==> src/rtl/mdu_iter.sv <==
// Iterative multiply/divide unit: shift-add MUL/UMULL, restoring UDIV/SDIV, one operation in flight.
// Optional macro MDU_EARLY_TERM_EN: MUL finishes as soon as no multiplier bits remain.
module mdu_iter #(
    parameter int WIDTH = 32,
    parameter int CNTW  = 6
) (
    input  logic             clk,
    input  logic             reset_n,
    input  logic             start,
    input  logic [1:0]       op,
    input  logic [WIDTH-1:0] src_a,
    input  logic [WIDTH-1:0] src_b,
    output logic             busy,
    output logic             done,
    output logic [WIDTH-1:0] result_lo,
    output logic [WIDTH-1:0] result_hi,
    output logic             div_zero
);

    typedef enum logic [2:0] {IDLE, SETUP, MUL, DIV, FIX, DONE} state_t;

    state_t              state;
    logic [CNTW-1:0]     cnt;
    logic [1:0]          op_r;
    logic [WIDTH-1:0]    a_r, b_r;
    logic [2*WIDTH-1:0]  acc, mc, acc_nxt;
    logic [WIDTH-1:0]    mb, mb_nxt;
    logic [WIDTH-1:0]    quo, rem, dvs, quo_nxt, rem_nxt;
    logic [WIDTH:0]      shf;
    logic                fits, mul_last, div_last;

    function automatic logic [WIDTH-1:0] neg_if(input logic n, input logic [WIDTH-1:0] v);
        return n ? -v : v;
    endfunction

    // Magnitude of a two's-complement operand when the operation is signed.
    function automatic logic [WIDTH-1:0] mag(input logic sgn, input logic [WIDTH-1:0] v);
        return neg_if(sgn && v[WIDTH-1], v);
    endfunction

    always_comb begin
        acc_nxt = acc + (mb[0] ? mc : '0);
        mb_nxt  = mb >> 1;
        shf     = {rem, quo[WIDTH-1]};
        fits    = shf >= {1'b0, dvs};
        rem_nxt = fits ? WIDTH'(shf - {1'b0, dvs}) : shf[WIDTH-1:0];
        quo_nxt = {quo[WIDTH-2:0], fits};
        div_last = (cnt == CNTW'(WIDTH-1));
`ifdef MDU_EARLY_TERM_EN
        mul_last = div_last || (mb_nxt == '0);
`else
        mul_last = div_last;
`endif
    end

    // Control FSM and architectural outputs
    always_ff @(posedge clk or negedge reset_n) begin
        if (!reset_n) begin
            state     <= IDLE;
            cnt       <= '0;
            busy      <= 1'b0;
            done      <= 1'b0;
            div_zero  <= 1'b0;
            result_lo <= '0;
            result_hi <= '0;
        end else begin
            done <= 1'b0;
            case (state)
                IDLE: begin
                    if (start) begin
                        state    <= SETUP;
                        busy     <= 1'b1;
                        div_zero <= 1'b0;
                    end
                end
                SETUP: begin
                    cnt <= '0;
                    if (!op_r[1]) begin
                        state <= MUL;
                    end else if (b_r == '0) begin
                        state     <= DONE;
                        busy      <= 1'b0;
                        done      <= 1'b1;
                        div_zero  <= 1'b1;
                        result_lo <= '1;
                        result_hi <= a_r;
                    end else begin
                        state <= DIV;
                    end
                end
                MUL: begin
                    cnt <= cnt + CNTW'(1);
                    if (mul_last) begin
                        state     <= DONE;
                        busy      <= 1'b0;
                        done      <= 1'b1;
                        result_lo <= acc_nxt[WIDTH-1:0];
                        result_hi <= op_r[0] ? acc_nxt[2*WIDTH-1:WIDTH] : '0;
                    end
                end
                DIV: begin
                    cnt <= cnt + CNTW'(1);
                    if (div_last) begin
                        if (op_r[0]) begin
                            state <= FIX;
                        end else begin
                            state     <= DONE;
                            busy      <= 1'b0;
                            done      <= 1'b1;
                            result_lo <= quo_nxt;
                            result_hi <= rem_nxt;
                        end
                    end
                end
                FIX: begin
                    state     <= DONE;
                    busy      <= 1'b0;
                    done      <= 1'b1;
                    result_lo <= neg_if(a_r[WIDTH-1] ^ b_r[WIDTH-1], quo);
                    result_hi <= neg_if(a_r[WIDTH-1], rem);
                end
                DONE: state <= IDLE;
                default: begin
                    state <= IDLE;
                    busy  <= 1'b0;
                end
            endcase
        end
    end

    // Datapath registers (no reset; qualified by FSM state)
    always_ff @(posedge clk) begin
        case (state)
            IDLE: begin
                if (start) begin
                    op_r <= op;
                    a_r  <= src_a;
                    b_r  <= src_b;
                end
            end
            SETUP: begin
                acc <= '0;
                mc  <= {{WIDTH{1'b0}}, a_r};
                mb  <= b_r;
                rem <= '0;
                quo <= mag(op_r[0], a_r);
                dvs <= mag(op_r[0], b_r);
            end
            MUL: begin
                acc <= acc_nxt;
                mc  <= mc << 1;
                mb  <= mb_nxt;
            end
            DIV: begin
                rem <= rem_nxt;
                quo <= quo_nxt;
            end
            default: ;
        endcase
    end

endmodule

==> config.mk <==
export PLATFORM = sky130hd
export DESIGN_NAME = mdu_iter
export DESIGN_NICKNAME = d
export VERILOG_FILES = /design/src/rtl/mdu_iter.sv
export SDC_FILE = /design/constraint.sdc
export NUM_CORES = 1
export LEC_CHECK = 0
export BUFFER_PORTS_ARGS = -buffer_cell sky130_fd_sc_hd__buf_2
export CORE_MARGIN = 2
export CORE_UTILIZATION = 60
export DETAILED_ROUTE_END_ITERATION = 8
export GPL_TIMING_DRIVEN = 0
export PLACE_DENSITY = 0.76
export SLEW_MARGIN = 20
export SYNTH_ARGS = -nofsm -noshare
export SYNTH_HDL_FRONTEND = slang
export SYNTH_SLANG_ARGS = --single-unit
==> constraint.sdc <==
create_clock -name clk -period 16.42 [get_ports clk]
set_clock_uncertainty 0.2 [all_clocks]
set_input_delay 0.821 -clock clk [delete_from_list [all_inputs] [get_ports clk]]
set_output_delay 0.821 -clock clk [all_outputs]
set_load 0.02 [all_outputs]
==> impl_metrics.yaml, run 1 <==
critical_path:
  rr_startpoint: "mb[0]"
  start_kind: "register"
  critPathMaxStageDelay_ns: 0.84
  r2r_slack_ns: 9.96
  r2r_cells: 16
  critPathMaxFanout: 10
  worstSetupPathType: "register to register"
  timing.rr.end: "result_hi[2]"
  end_kind: "register"
  critPathSlowestCell: "o41ai_1"
  cp.arrival_ns: 6.73
  cp.required_ns: 16.69
  cp_cell_sequence: "clkbuf_1, clkbuf_1, and2_1, ha_1, inv_1, fa_1, nor2b_1, o2111ai_1, a21oi_1, o21ai_0, o41ai_1, a21boi_0, xor2_1, o21ai_0, o22ai_1, a21oi_1"
sta:
  finalCritPeriodShare_pct: 39.3
  finalWorstSetupSlack_ns: 9.96
  rsz0062_at_grt: "false"
  final_max_slew_viol_count: 0
  fin_crit_ns: 6.46
  fin_tns_setup_ns: 0
  fmax_mhz: 155
  setup_viol_count_final: 0
  worst_slew_pin_slew_ns: 1.16
  slew_headroom_pct: 22.4
  hold_viol: 0
floorplan:
  die_area_um2: 42700
  die_x_um: 207
  die_h_um: 207
  start_util_pct: 60.5
  rows: 74
  core_um2: 40700
  io-pin-count: 136
pwr:
  p_leak_nw: 11.2
  cellPowerDensity_nw_per_um2: 230
  vdd_drop_max_uv: 126
job:
  cap_violations: 0
detailed_routing:
  drt.antenna.violating_nets: 0
  vias_per_cell: 6.44
  drt_first_iter_violations: 2400
  vias: 21700
  drt-pass1-iter-count: 6
  wl_per_cell_um: 24.2
  drt-total-wl_mm: 81.6
  post-route-drc-count: 0
clocking:
  clk_latency_ns: 0.61
  cts_resized: 0
  numCtsBuffers: 44
  post_cts_buffers: 0
  holdBufCountCts: 1
  cts_tree: "built"
  clock-root-buffer: "clkbuf_16"
  clock_path_buffers: 3
  cts_sinks: 398
  path_clk_slew_ns: 0.07
  htreeDepth: 2
finish:
  fillers: 3285
  syn2layout_area_growth_pct: 12.4
  final_common_cell: "nand2_1"
  multi_input_area_um2: 12200
  layout_common_cells: "378 x nand2_1, 322 x edfxtp_1, 237 x nor2_1, 199 x a21oi_1, 189 x o21ai_0"
  fin_nets: 2976
  seqCellArea_um2: 11600
  drive_above_1_share_pct: 9.44
place:
  place_hpwl_mm: 62.2
  portBuffers: 135
  pre_cts_ws_ns: 10.19
  gp_congestion: 1.03
synth:
  async_flop_share_pct: 19.1
  syn_area_um2: 24700
  ys_ff_latch: 398
  synth_cells: 2615
  synth.distinct_cells: 90
  avgSynthCellArea_um2: 9.43
  syn_nets: 2786
  synth_edf_count: 322
  yosysSeqAreaShare_pct: 46.9
  ys.flop_type: "edfxtp_1"
  yosysWarningCount: 0
grt:
  grt_pass1_vias: 20600
  overflow: 0
  antenna_found_initial: 0
  track_usage_pct: 38.2
  grt_pass1_wl_mm: 121
  grt_max_degree: 61
hold_path:
  hp-class: "input port to register"
  whs_path_depth: 1
  hold_path_end: "a_r[10]"
  worst_hold_startpoint: "src_a[10]"
run_status:
  status: "finished, final reports clean"
[through the flow]
step	instances	utilization, %	area, um2	hold WS, ns	power [mW]
6_report	3375	68.1	27700	0.187	6.36
3_5_place_dp	3290	64.4	26200	0.280	5.23
2_1_floorplan	2615	-	24700	0.252	4.19
3_3_place_gp	3282	63.8	26000	0.260	5.20
5_1_grt	3372	68.0	27700	0.186	6.73
4_1_cts	3372	68.0	27700	0.171	6.26
[critical path, delay by kind of cell, from the launching register on]
family / cells / cell delay, ns
compound gates: 8 / 3.09
xor+xnor: 1 / 0.39
fa+ha+maj: 2 / 0.63
buf+inv: 3 / 1.21
flops: 1 / 0.33
simple gates: 2 / 0.44
[report_power, final]
group	switching [mW]	leakage, nW	internal (mW)	total [mW]
registers	0.282	4.05	1.69	1.97
clock network	0.432	0.728	0.582	1.01
logic	2.28	6.39	1.10	3.38
[area by class of cell]
class                   count  area share (%)
well taps                 532            2.40
multi-input cells        1993            44.1
flip-flops and latches    398            41.7
clock inverters            24           0.690
inverters                  82            1.12
repair buffers            144            3.22
clock buffers              57            4.60
plain buffers             142            2.10
diodes                      3          0.0271
[metal layers]
metal	wire length, um	vias up	part of all wire [%]	GRT usage [%]
met1	32200	10400	39	51.2
met3	8910	260	11	8.63
met4	4770	0	5.8	20.5
li1	-	9837	-	-
met5	0	-	0	0
met2	35700	1275	44	57.9
[kinds of logic (layout without fill, tap and decap cells)]
logic type / count (synthesis) / in the layout / share of synthesized area [%]
compound gates: 681 / 681 / 17.5
xor+xnor: 202 / 202 / 7.17
fa+ha+maj: 102 / 102 / 5.24
buf+inv: 224 / 449 / 3.60
flops: 398 / 398 / 46.9
mux: 17 / 17 / 0.690
other cells: 0 / 3 / 0
simple gates: 991 / 991 / 18.9
[Yosys cell counts (6+ instances only)]
cell | n | area share, %
o211ai_1 | 22 | 0.67
nand4_1 | 35 | 0.89
xnor2_1 | 114 | 4.0
buf_2 | 9 | 0.18
a21o_1 | 52 | 1.6
inv_1 | 80 | 1.2
nand2_1 | 378 | 5.8
mux2i_1 | 17 | 0.69
clkbuf_1 | 121 | 1.8
and3_1 | 16 | 0.41
o21ai_0 | 189 | 3.8
nor2_1 | 237 | 3.6
or2_2 | 8 | 0.20
or3_1 | 21 | 0.53
edfxtp_1 | 322 | 39
o31a_1 | 6 | 0.21
and2_1 | 120 | 3.0
o21a_1 | 7 | 0.21
nand2b_1 | 13 | 0.33
o41ai_1 | 13 | 0.46
o2111ai_1 | 7 | 0.25
dfrtp_1 | 76 | 7.7
nor3_1 | 60 | 1.2
o22ai_1 | 7 | 0.18
o21bai_1 | 15 | 0.46
a21oi_1 | 199 | 4.0
ha_1 | 100 | 5.1
o31ai_1 | 28 | 0.85
a31oi_1 | 18 | 0.46
o22a_1 | 15 | 0.53
nand3_1 | 30 | 0.61
or4_1 | 9 | 0.27
nor2b_1 | 12 | 0.30
nor4_1 | 17 | 0.43
a211oi_1 | 21 | 0.64
a221oi_1 | 6 | 0.21
a21boi_0 | 6 | 0.18
nand3b_1 | 6 | 0.18
xor2_1 | 88 | 3.1
[flip-flops by register name, indices dropped and copies added (netlist names)]
signal,cells
state,3
mb,32
dvs,32
rem,32
acc,64
result_lo,32
result_hi,32
op_r,2
cnt,6
done,1
mc,64
busy,1
b_r,32
div_zero,1
a_r,32
quo,32
[how the worst max path moves through the flow]
stage,start,to
after floorplan,state[2],acc[0]
after global placement,state[2],mc[59]
after detailed placement,mb[0],result_hi[13]
after CTS,mb[0],result_hi[13]
after global routing,mb[0],result_hi[13]
final,mb[0],result_hi[2]
Note: power is estimated with default switching activity, not from simulation.
==> run 2, diff against run 1 <==
clock period = 6.1 ns   (was 16.42 ns; I/O delays follow)
==> impl_metrics.yaml, run 2 (synthesis results as in run 1) <==
place:
  portBuffers: 135
  pre_cts_ws_ns: -0.172
  dp_cells: 3290
  place_hpwl_mm: 62.0
  gp_congestion: 0.999
critical_path:
  rr_startpoint: "mb[0]"
  start_kind: "register"
  crit_start: "mb[0]"
  end_kind: "register"
  worstSetupPathType: "register to register"
  critPathMaxFanout: 13
  cp.required_ns: 6.33
  cp.arrival_ns: 6.26
pwr:
  sw_frac_of_total_pct: 47.2
  vdd_drop_max_uv: 433
  p_seq_share_pct: 31.0
  p_leak_nw: 11.4
  cellPowerDensity_nw_per_um2: 609
  comb_power_share_pct: 53.0
  cellInternalPower_mw: 9.12
  p_switching_mw: 8.16
  pwr-share-clk_pct: 16.1
grt:
  track_usage_pct: 39.5
  grt_max_degree: 55
  antenna_found_initial: 1
  grt_pass1_vias: 21000
  overflow: 0
  grt_pass1_wl_mm: 125
sta:
  whs_ns: 0.0465
  fin_crit_ns: 6.02
  final_max_slew_viol_count: 0
  setup_viol_count_final: 0
  finalWorstSetupSlack_ns: 0.0781
  worst_slew_pin_slew_ns: 1.27
  hold_viol: 0
  fmax_mhz: 166
  rsz0062_at_grt: "true"
  finalCritPeriodShare_pct: 98.7
  fin_tns_setup_ns: 0
  slew_headroom_pct: 15.2
clocking:
  htreeDepth: 2
  numCtsBuffers: 44
  path_clk_slew_ns: 0.07
  cts_tree: "built"
  post_cts_buffers: 0
  clock_path_buffers: 3
  clock-root-buffer: "clkbuf_16"
  cts_sinks: 398
  clk_latency_ns: 0.60
floorplan:
  core_um2: 40700
  rows: 74
  start_util_pct: 60.5
  die_h_um: 207
  die_area_um2: 42700
  die_x_um: 207
  io-pin-count: 136
detailed_routing:
  vias: 22200
  drt.antenna.violating_nets: 0
  drt-total-wl_mm: 84.7
  vias_per_cell: 6.46
  drt-pass1-iter-count: 6
  post-route-drc-count: 0
  wl_per_cell_um: 24.6
  drt_first_iter_violations: 2865
finish:
  syn2layout_area_growth_pct: 15.1
  fin_nets: 3042
  utilization_pct: 69.7
  top_regs: "acc: 64 flops, mc: 64 flops"
  final_common_cell: "nand2_1"
  drive_above_1_share_pct: 9.29
  fin_cells: 3443
  layout_common_cells: "378 x nand2_1, 322 x edfxtp_1, 237 x nor2_1, 198 x a21oi_1, 189 x o21ai_0"
hold_path:
  hp-class: "input port to async pin"
run_status:
  status: "finished, final reports clean"
job:
  cap_violations: 0
## run 2: repair_timing
item / CTS / global route
gates resized for setup: 1 / 5
hold endpoints to repair: 146 / 0
hold buffers: 68 / 0
setup endpoints to repair: 2 / 5
## run 2: per-stage QoR
| stage | area [um2] | total power [mW] |
|---|---|---|
| floorplan | 24700 | 11.2 |
| global placement | 26000 | 13.9 |
| detailed placement | 26200 | 14.1 |
| CTS | 28400 | 16.9 |
| global route | 28400 | 18.2 |
| finish | 28400 | 17.3 |
## run 2: per-layer routing
metal | up-vias | part of all wire (%) | GRT usage, %
met3 | 283 | 11 | 8.41
li1 | 9981 | - | -
met4 | 0 | 5.7 | 20.8
met2 | 1414 | 44 | 60.4
met5 | - | 0 | 0.461
met1 | 10600 | 39 | 53.0
## run 2: path summary, 6_finish.rpt
path / to / slack, ns / depth (start not counted)
hold / removal: div_zero / 0.05 / 2
setup reg to reg: result_hi[13] / 0.08 / 13
setup / recovery: result_hi[13] / 0.08 / 13
min in group clk: a_r[16] / 0.21 / 2
hold reg to reg: result_lo[18] / 0.30 / 2
max in group asynchronous: result_hi[27] / 4.97 / 3
## run 2: final cells by class
type	instances	area [um2]
Fill cell	3113	12300
Antenna cell	6	15.0
Clock inverter	27	280
Timing Repair Buffer	211	1560
Sequential cell	398	11600
Inverter	82	310
Buffer	141	578
Multi-Input combinational cell	1993	12200
Clock buffer	53	1180
Tap cell	532	666
## run 2: power by group through the flow
stage	Sequential [mW]	Clock (mW)	Combinational (mW)
final	5.35	2.78	9.15
after global routing	5.42	2.87	9.91
after CTS	5.30	2.76	8.84
after detailed placement	5.32	0	8.76
after global placement	5.42	0	8.45
after floorplan	5.12	0	6.08
## run 2: worst max-delay path, stage by stage (launching register included)
cell and delay [ns]:
edfxtp_1 0.81, buf_1 0.81, and2_1 0.28, ha_1 0.28
o21ai_0 0.25, o21bai_1 0.16, o311ai_1 0.53, o211ai_1 0.45
a221oi_2 0.66, nand2_1 0.18, a31oi_1 0.30, xnor2_1 0.18
a2111oi_0 0.66, nor3_1 0.11
